## src/rtl/ibert_chan_seq_if.sv

```systemverilog
// Configuration handshake bundle between IBERT top-level control (master)
// and the per-channel sequencer (slave).
interface ibert_chan_seq_if #(
  parameter int unsigned CLKW = 25
);
  logic            cfg_valid;
  logic            cfg_ready;
  logic [2:0]      cfg_width;
  logic [CLKW-1:0] cfg_wanted_clk;
  logic [CLKW-1:0] cfg_sys_clk;
  logic [31:0]     run_len;
  logic            stop_req;

  modport master (
    output cfg_valid,
    output cfg_width,
    output cfg_wanted_clk,
    output cfg_sys_clk,
    output run_len,
    output stop_req,
    input  cfg_ready
  );

  modport slave (
    input  cfg_valid,
    input  cfg_width,
    input  cfg_wanted_clk,
    input  cfg_sys_clk,
    input  run_len,
    input  stop_req,
    output cfg_ready
  );
endinterface

```

## src/rtl/ibert_chan_seq.sv

```systemverilog
// Per-channel sequencer: accepts a channel configuration, then drives the
// wrapper through reset -> settle -> run and reports run status.
module ibert_chan_seq #(
  parameter int unsigned RST_CYCLES    = 4,
  parameter int unsigned SETTLE_CYCLES = 16,
  parameter int unsigned CLKW          = 25
) (
  input  logic            clock,
  input  logic            reset_n,
  ibert_chan_seq_if.slave cfg,
  output logic [2:0]      ctrl_sig,
  output logic [2:0]      val,
  output logic [CLKW-1:0] wanted_cl_val,
  output logic [CLKW-1:0] earlier_cl_val,
  output logic            chan_active,
  output logic            busy,
  output logic            done,
  output logic            cfg_err
);

  localparam logic [1:0] S_IDLE   = 2'd0;
  localparam logic [1:0] S_RESET  = 2'd1;
  localparam logic [1:0] S_SETTLE = 2'd2;
  localparam logic [1:0] S_RUN    = 2'd3;

  localparam logic [2:0] CTRL_HOLD    = 3'd0;
  localparam logic [2:0] CTRL_RESET   = 3'd1;
  localparam logic [2:0] CTRL_RELEASE = 3'd2;

  localparam logic [15:0] RST_LOAD    = 16'(RST_CYCLES - 1);
  localparam logic [15:0] SETTLE_LOAD = 16'(SETTLE_CYCLES - 1);

  logic [1:0]      state_q,   state_d;
  logic [15:0]     cnt_q,     cnt_d;
  logic [31:0]     run_cnt_q, run_cnt_d;
  logic [31:0]     run_len_q, run_len_d;
  logic [2:0]      val_q,     val_d;
  logic [CLKW-1:0] wanted_q,  wanted_d;
  logic [CLKW-1:0] earlier_q, earlier_d;
  logic            done_q,    done_d;
  logic            cfg_err_q, cfg_err_d;

  logic hs;
  logic cfg_legal;
  logic run_expire;

  always_comb begin
    cfg.cfg_ready = reset_n && ((state_q == S_IDLE) || (state_q == S_RUN));
  end

  always_comb begin
    hs        = cfg.cfg_valid && cfg.cfg_ready;
    cfg_legal = (cfg.cfg_width <= 3'd4) &&
                (cfg.cfg_wanted_clk != '0) &&
                (cfg.cfg_wanted_clk <= cfg.cfg_sys_clk);
    // run_cnt_q holds completed active cycles, so the current one is the last
    // when it equals run_len-1; this never needs the counter to wrap.
    run_expire = (run_len_q != '0) && (run_cnt_q == run_len_q - 32'd1);
  end

  always_comb begin
    state_d   = state_q;
    cnt_d     = cnt_q;
    run_cnt_d = run_cnt_q;
    run_len_d = run_len_q;
    val_d     = val_q;
    wanted_d  = wanted_q;
    earlier_d = earlier_q;
    done_d    = 1'b0;
    cfg_err_d = 1'b0;

    case (state_q)
      S_RESET: begin
        if (cnt_q == '0) begin
          state_d = S_SETTLE;
          cnt_d   = SETTLE_LOAD;
        end else begin
          cnt_d = cnt_q - 16'd1;
        end
      end
      S_SETTLE: begin
        if (cnt_q == '0) begin
          state_d   = S_RUN;
          run_cnt_d = '0;
        end else begin
          cnt_d = cnt_q - 16'd1;
        end
      end
      S_RUN: begin
        if (run_len_q != '0) begin
          run_cnt_d = run_cnt_q + 32'd1;
        end
        if (run_expire) begin
          state_d = S_IDLE;
          done_d  = 1'b1;
        end
      end
      default: ;
    endcase

    // stop_req outranks any handshake; a legal handshake outranks run expiry,
    // and a RUN left either way yields exactly one done pulse.
    if (cfg.stop_req && (state_q != S_IDLE)) begin
      state_d = S_IDLE;
      done_d  = (state_q == S_RUN);
    end else if (hs && !cfg.stop_req) begin
      if (cfg_legal) begin
        state_d   = S_RESET;
        cnt_d     = RST_LOAD;
        run_cnt_d = '0;
        run_len_d = cfg.run_len;
        val_d     = cfg.cfg_width;
        wanted_d  = cfg.cfg_wanted_clk;
        earlier_d = cfg.cfg_sys_clk;
        done_d    = (state_q == S_RUN);
      end else begin
        cfg_err_d = 1'b1;
      end
    end
  end

  always_ff @(posedge clock) begin
    if (!reset_n) begin
      state_q   <= S_IDLE;
      cnt_q     <= '0;
      run_cnt_q <= '0;
      run_len_q <= '0;
      val_q     <= '0;
      wanted_q  <= '0;
      earlier_q <= '0;
      done_q    <= 1'b0;
      cfg_err_q <= 1'b0;
    end else begin
      state_q   <= state_d;
      cnt_q     <= cnt_d;
      run_cnt_q <= run_cnt_d;
      run_len_q <= run_len_d;
      val_q     <= val_d;
      wanted_q  <= wanted_d;
      earlier_q <= earlier_d;
      done_q    <= done_d;
      cfg_err_q <= cfg_err_d;
    end
  end

  always_comb begin
    case (state_q)
      S_RESET:  ctrl_sig = CTRL_RESET;
      S_SETTLE: ctrl_sig = CTRL_RELEASE;
      S_RUN:    ctrl_sig = CTRL_RELEASE;
      default:  ctrl_sig = CTRL_HOLD;
    endcase
    chan_active    = (state_q == S_RUN);
    busy           = (state_q != S_IDLE);
    val            = val_q;
    wanted_cl_val  = wanted_q;
    earlier_cl_val = earlier_q;
    done           = done_q;
    cfg_err        = cfg_err_q;
  end

endmodule
```

## src/flat_wrapper.sv

```systemverilog
// flat-port wrapper written by rule: the top's interface ports become plain ports
module ibert_chan_seq_flat 
#(
  parameter int unsigned RST_CYCLES    = 4,
  parameter int unsigned SETTLE_CYCLES = 16,
  parameter int unsigned CLKW          = 25
)
  (clock, reset_n, ctrl_sig, val, wanted_cl_val, earlier_cl_val, chan_active, busy, done, cfg_err, cfg_cfg_valid, cfg_cfg_width, cfg_cfg_wanted_clk, cfg_cfg_sys_clk, cfg_run_len, cfg_stop_req, cfg_cfg_ready);
  ibert_chan_seq_if #(.CLKW(CLKW)) cfg_i ();
  input  logic clock;
  input  logic reset_n;
  output logic [2:0] ctrl_sig;
  output logic [2:0] val;
  output logic [CLKW-1:0] wanted_cl_val;
  output logic [CLKW-1:0] earlier_cl_val;
  output logic chan_active;
  output logic busy;
  output logic done;
  output logic cfg_err;
  input wire logic [$bits(cfg_i.cfg_valid)-1:0] cfg_cfg_valid;
  input wire logic [$bits(cfg_i.cfg_width)-1:0] cfg_cfg_width;
  input wire logic [$bits(cfg_i.cfg_wanted_clk)-1:0] cfg_cfg_wanted_clk;
  input wire logic [$bits(cfg_i.cfg_sys_clk)-1:0] cfg_cfg_sys_clk;
  input wire logic [$bits(cfg_i.run_len)-1:0] cfg_run_len;
  input wire logic [$bits(cfg_i.stop_req)-1:0] cfg_stop_req;
  output wire logic [$bits(cfg_i.cfg_ready)-1:0] cfg_cfg_ready;
  assign cfg_i.cfg_valid = cfg_cfg_valid;
  assign cfg_i.cfg_width = cfg_cfg_width;
  assign cfg_i.cfg_wanted_clk = cfg_cfg_wanted_clk;
  assign cfg_i.cfg_sys_clk = cfg_cfg_sys_clk;
  assign cfg_i.run_len = cfg_run_len;
  assign cfg_i.stop_req = cfg_stop_req;
  assign cfg_cfg_ready = cfg_i.cfg_ready;
  ibert_chan_seq #(.RST_CYCLES(RST_CYCLES), .SETTLE_CYCLES(SETTLE_CYCLES), .CLKW(CLKW)) u_core (.clock(clock), .reset_n(reset_n), .cfg(cfg_i), .ctrl_sig(ctrl_sig), .val(val), .wanted_cl_val(wanted_cl_val), .earlier_cl_val(earlier_cl_val), .chan_active(chan_active), .busy(busy), .done(done), .cfg_err(cfg_err));
endmodule
```

## config.mk

```make
export PLATFORM = sky130hd
export DESIGN_NAME = ibert_chan_seq_flat
export DESIGN_NICKNAME = d
export VERILOG_FILES = /design/src/rtl/ibert_chan_seq_if.sv /design/src/rtl/ibert_chan_seq.sv /design/src/flat_wrapper.sv
export SDC_FILE = /design/constraint.sdc
export NUM_CORES = 1
export LEC_CHECK = 0
export BUFFER_PORTS_ARGS = -buffer_cell sky130_fd_sc_hd__buf_2
export CAP_MARGIN = 20
export CORE_AREA = 2 2 142 144
export CTS_CLUSTER_SIZE = 20
export DETAILED_ROUTE_END_ITERATION = 16
export DIE_AREA = 0 0 144 146
export REMOVE_ABC_BUFFERS = 1
export SETUP_SLACK_MARGIN = 0.4
export SKIP_CTS_REPAIR_TIMING = 1
export SLEW_MARGIN = 25
export SYNTH_ARGS = -nofsm -noshare
export SYNTH_HDL_FRONTEND = slang
export SYNTH_SLANG_ARGS = --single-unit
export TNS_END_PERCENT = 100
```

## constraint.sdc

```tcl
create_clock -name clock -period 3.88 [get_ports clock]
set_clock_uncertainty 0.05 [all_clocks]
set_input_delay 0.194 -clock clock [delete_from_list [all_inputs] [get_ports clock]]
set_output_delay 0.194 -clock clock [all_outputs]
set_load 0.03 [all_outputs]
```

==> impl_metrics.ini, run 1 <==
[routing]
routed_wl_mm = 22.9
drt_iter0_markers = 639
routed_via_density = 5.30
antenna_left = 0
dr.pass1.iters = 7
drc = 0
wl_per_cell_um = 15.4
vias = 7847

[finish]
final_layout_size_suffix_gt1_share_pct = 17.5
final-seq-area_mm2 = 0.00274
final_cell_mix = nand2_1, buf_2, a21oi_1
antenna_cells = 0
design_area_mm2 = 0.00972
area_growth_pct = 27.3
fin_nets = 1326
fillers = 1857
final_common_cell = nand2_1
utilization_pct = 50.3
multi_input_area_mm2 = 0.00446

[run_status]
violations = negative hold slack
run_status = finished with violations

[timing]
slew_headroom_pct = 45.1
worstMarginPinSlew_ns = 0.823
fin_ws_ns = 0.527
fin_setup_tns_ns = 0
setup_viol = 0
finalCritPeriodShare_pct = 86.4
holdWs_ns = -0.0270
slew_violations = 0
final-hold-violation-count = 12
rsz0062_at_grt = no
fin_crit_ns = 3.35
clock.fmax_mhz = 298

[logic_synthesis]
synth_area_mm2 = 0.00764
synth_area_per_cell_um2 = 7.39
synth_top_area_cell = dfxtp_1
ys_seq_area_share_pct = 35.9
ys_ff_latch = 137
syn-instance-count = 1033
yosysWarnings = 0
synth-edff-count = 0
yosys_most_used_dff = dfxtp_1
synth.area.top_cells = dfxtp_1, nand2_1, a21oi_1, ha_1, o21ai_0
async_reset_ff_share_pct = 0
synth_cell_type_count = 68
synth_top_area_share_pct = 35.9

[floorplanning]
fp.coreArea_mm2 = 0.0193
initial_utilization_pct = 39.5
dieArea_mm2 = 0.0210
rows = 51
io_pins = 150
die_x_um = 144
die_y_um = 146

[worst_setup_path]
r2r-start = u_core.run_len_q[8]$_SDFFE_PN0P_
cpMostUsedCell = or4_4
cp-start-kind = flip-flop
critPathBufInv = 0
crit_arrival_ns = 3.62
max_stage_delay_ns = 0.66
startpoint = u_core.run_len_q[8]$_SDFFE_PN0P_
cp_data_required_time_ns = 4.14
crit_family = simple AND/OR/NAND/NOR gates
crit_fanout = 6
worst_path_max_delay_cell = or4_1
cp-end-kind = flip-flop
worst-setup-path-type = reg2reg
worstPathCellList = or4_1 -> or4_4 -> o31ai_4 -> o2111ai_1 -> nor3_1 -> nand4b_1 -> or4_4 -> a211o_1

[placement]
pre_cts_ws_ns = 0.527
gp_congestion = 0.910
place_area_mm2 = 0.00857
dpl.hpwl_mm = 16.0
io_buffers = 148

[global_routing]
grt_pass1_wl_mm = 36.2
grt_overflow = 0
use_met2_pct = 32.7
grt_pass1_vias = 7097
grt-busiest-layer = met2
grt_start_max_net_pins = 73
met1_usage_pct = 29.2
grt_use_total_pct = 21.3
use_met3_pct = 5.89
grt_antenna_before_repair = 0

[clocking]
clock_sinks = 137
cts_max_level = 4
clk_pin_slew_ns = 0.06
cts_root_buf = clkbuf_16
clock_path_buffers = 2
cts_tree = done
cts_made_buffers = 17
clkLatencyLatePin_ns = 0.43

[pwr]
power_density_mw_per_mm2 = 486
p_leak_uw = 0.00395
irDropWorstVdd_mv = 0.348
p_total_uw = 4730

[hold_path]
hold_start = cfg_cfg_sys_clk[14]
hp-class = in2reg

[flow_run]
maxCapViolCount = 0
## metal layers
| layer | part of all wire (%) | up-vias |
|---|---|---|
| met5 | 0 | - |
| met4 | 1.5 | 0 |
| met3 | 6.3 | 22 |
| met2 | 46 | 231 |
| met1 | 46 | 3638 |
| li1 | - | 3956 |
## cells by family after synthesis
| group | synth area share (%) |
|---|---|
| muxes | 0.688 |
| and+or+nand+nor | 26.4 |
| AOI/OAI and AO/OA | 20.7 |
| xor gates and xnor gates | 4.82 |
| adders and majority gates | 5.57 |
| other | 0.0491 |
| DFF | 35.9 |
| buffers and inverters | 5.86 |
## sequential cells by signal, indices dropped and copies added, names as in the netlist
signal / count
u_core.state_q: 2
u_core.wanted_cl_val: 25
u_core.run_cnt_q: 32
u_core.done: 1
u_core.cnt_q: 16
u_core.earlier_cl_val: 25
u_core.val: 3
u_core.run_len_q: 32
u_core.cfg_err: 1
## worst min-delay path, cell delays in order
cell and delay [ns]:
buf_2 0.10, nand2_1 0.05, a21oi_1 0.05
## cell type report
class / count / area share, %
tap: 265 / 3.41
multi-input combinational: 784 / 45.9
sequential: 137 / 28.2
timing repair buffer: 217 / 14.7
clock buffer: 17 / 4.37
clock inverter: 15 / 1.70
inverter: 46 / 1.78
## through the flow
stage               hold slack [ns]  cells
floorplan                     0.284    967
global placement              0.385   1393
detailed placement            0.392   1393
CTS                         -0.0517   1425
global route               0.000551   1481
finish                      -0.0270   1481
## synth_stat cells, types with 3 or more instances
master	count
and2_1	3
nand3b_1	3
a41oi_1	3
nand3_1	20
a21o_1	4
xnor2_1	26
or4_4	3
nor2b_1	5
or2_2	3
a311oi_1	13
a22oi_1	4
and3_1	7
o311ai_0	3
nor3b_1	3
nor2_1	61
a21oi_1	142
nand4b_1	6
a32oi_1	3
or4_1	5
a31oi_1	10
a211o_1	6
clkbuf_1	59
inv_1	44
buf_6	3
dfxtp_1	137
mux2i_1	3
xor2_1	16
or3_1	12
o21ai_0	55
nand4_1	15
nor4_1	18
a211oi_1	4
nor3_1	35
nand2_1	225
ha_1	34
## where the power goes
group	total [µW]	switching, µW	internal [µW]	leakage (µW)
registers	1540	67.0	1480	0.00111
logic	1530	962	572	0.00257
clock network	1650	690	959	0.000278
## final timing paths
path                                             to  slack [ns]  cells past startpoint
min          u_core.earlier_cl_val[14]$_SDFFE_PN0P_       -0.03                      3
min reg2reg   u_core.wanted_cl_val[12]$_SDFFE_PN0P_        0.40                      2
max                    u_core.state_q[0]$_SDFF_PP0_        0.53                      8
max reg2reg            u_core.state_q[0]$_SDFF_PP0_        0.53                      8
No activity file was read; power rests on OpenSTA's default activity.
==> run 2, diff against run 1 <==
- PLACE_DENSITY: default -> 0.69
==> run 2 against run 1 <==
  * Sequential share of layout area decreased by 0.45 points
  * Fmax increased by 1.5%
  * Highest routed layer unchanged
  * The flow still finishes with violations (negative hold slack)
  * Sequential power about the same
  * Via count increased by 2.5%
  * Global-route usage decreased by 0.17 points
==> impl_metrics.ini, run 2 (synthesis results as in run 1) <==
[run_status]
run_status = finished with violations
violations = negative hold slack

[clocking]
clk_pin_slew_ns = 0.06
cts_root_buf = clkbuf_16
cts_made_buffers = 17
cts_max_level = 4
cts_tree = done
clock_path_buffers = 2
clock_sinks = 137
clkLatencyLatePin_ns = 0.43

[placement]
io_buffers = 148
dpl.hpwl_mm = 15.9
post-place-cells = 1393
gp_congestion = 0.913
place_area_mm2 = 0.00857

[global_routing]
grt_antenna_before_repair = 0
grt_start_max_net_pins = 78
grt_overflow = 0
grt_use_total_pct = 21.1
grt_pass1_vias = 7335
grt_pass1_wl_mm = 36.2

[pwr]
pwr-share-seq_pct = 32.4
p_leak_uw = 0.00402
combPwrFrac_pct = 32.6
power_density_mw_per_mm2 = 483
netSwitchingPower_uw = 1670
irDropWorstVdd_mv = 0.321
p_sw_share_pct = 35.0
p_int_uw = 3100
clockPowerShare_pct = 35.0

[finish]
fin_nets = 1340
area_growth_pct = 29.4
final_layout_size_suffix_gt1_share_pct = 17.4
fin_cells = 1495
design_area_mm2 = 0.00988
utilization_pct = 51.1
final_common_cell = nand2_1
reg_top3 = u_core.run_cnt_q: 32 flops, u_core.run_len_q: 32 flops
antenna_cells = 0
final_cell_mix = nand2_1, buf_2, a21oi_1

[worst_setup_path]
cp-end-kind = flip-flop
cp-start-kind = flip-flop
worstPathCellList = or4_1 -> or4_4 -> o31ai_4 -> o2111ai_1 -> nor3_1 -> nand4b_1 -> or4_4 -> a311oi_2
crit_arrival_ns = 3.57
worst_path_max_delay_cell = or4_1
critPathBufInv = 0
cp_data_required_time_ns = 4.15
worst-setup-path-type = reg2reg
crit_family = simple AND/OR/NAND/NOR gates
max_stage_delay_ns = 0.65
crit_fanout = 6
cpMostUsedCell = or4_4

[floorplanning]
rows = 51
fp.coreArea_mm2 = 0.0193
dieArea_mm2 = 0.0210
io_pins = 150
die_x_um = 144
die_y_um = 146
initial_utilization_pct = 39.5

[routing]
wl_per_cell_um = 15.4
routed_via_density = 5.38
dr.pass1.iters = 7
drt_iter0_markers = 691
m1WireLength_mm = 9.70
wl_met2_mm = 11.1
vias = 8041
routed_wl_mm = 23.0
antenna_left = 0
drc = 0
top_layer_used = met4
routed-wl-met3_mm = 1.59

[timing]
setup_viol = 0
holdWs_ns = -0.0167
worstMarginPinSlew_ns = 0.852
finalCritPeriodShare_pct = 85.1
slew_violations = 0
final-hold-violation-count = 8
fin_crit_ns = 3.30
clock.fmax_mhz = 303
rsz0062_at_grt = yes
slew_headroom_pct = 43.2

[hold_path]
hp-class = in2reg

[flow_run]
maxCapViolCount = 0
==> run 2: cell count changes in the layout (fill, tap and decap cells not counted), sizes merged <==
| cell | change |
|---|---|
| bufinv | +1 |
| clkbuf | +3 |
| clkinv | +2 |
| dlygate4sd3 | +14 |
| inv | -6 |
==> run 2: final timing paths <==
check | startpoint | endpoint | slack [ns] | cells past startpoint
max | u_core.run_len_q[8]$_SDFFE_PN0P_ | u_core.done$_SDFF_PN0_ | 0.58 | 8
min | cfg_cfg_wanted_clk[2] | u_core.wanted_cl_val[2]$_SDFFE_PN0P_ | -0.02 | 3
max reg2reg | u_core.run_len_q[8]$_SDFFE_PN0P_ | u_core.done$_SDFF_PN0_ | 0.58 | 8
min reg2reg | u_core.wanted_cl_val[14]$_SDFFE_PN0P_ | u_core.wanted_cl_val[14]$_SDFFE_PN0P_ | 0.40 | 2
==> run 2: layout make-up <==
class / instances / area, µm²
Tap cell: 265 / 332
Timing Repair Buffer: 231 / 1560
Clock inverter: 12 / 149
Fill cell: 1785 / 9450
Inverter: 46 / 173
Sequential cell: 137 / 2740
Clock buffer: 20 / 457
Multi-Input combinational cell: 784 / 4470
==> run 2: power groups by stage <==
stage / clock, µW / combinational (µW) / sequential (µW)
5_1_grt: 1760 / 1730 / 1560
4_1_cts: 1700 / 1480 / 1540
3_3_place_gp: 0 / 1450 / 1570
6_report: 1670 / 1560 / 1550
2_1_floorplan: 0 / 990 / 1610
3_5_place_dp: 0 / 1470 / 1570
==> run 2: per-layer routing <==
metal / track usage [%] / vias to the layer above
met2: 33.2 / 280
met3: 5.99 / 45
li1: - / 3982
met5: 0 / -
met4: 7.89 / 0
met1: 27.4 / 3734
==> run 2: through the flow <==
stage / setup WS (ns) / total power [µW] / TNS, ns / hold slack [ns]
6_report: 0.577 / 4770 / 0 / -0.0167
5_1_grt: 0.399 / 5040 / 0 / -0.00174
4_1_cts: 0.522 / 4720 / 0 / -0.0557
3_5_place_dp: 0.546 / 3040 / 0 / 0.391
3_3_place_gp: 0.622 / 3030 / 0 / 0.384
2_1_floorplan: -1.44 / 2600 / -108.12 / 0.284
==> run 2: worst register-to-register path, cell delays in order, from the launching register on <==
cell       delay, ns
dfxtp_1         0.35
or4_1           0.65
or4_4           0.60
o31ai_4         0.19
o2111ai_1       0.13
nor3_1          0.23
nand4b_1        0.13
or4_4           0.57
a311oi_2        0.29
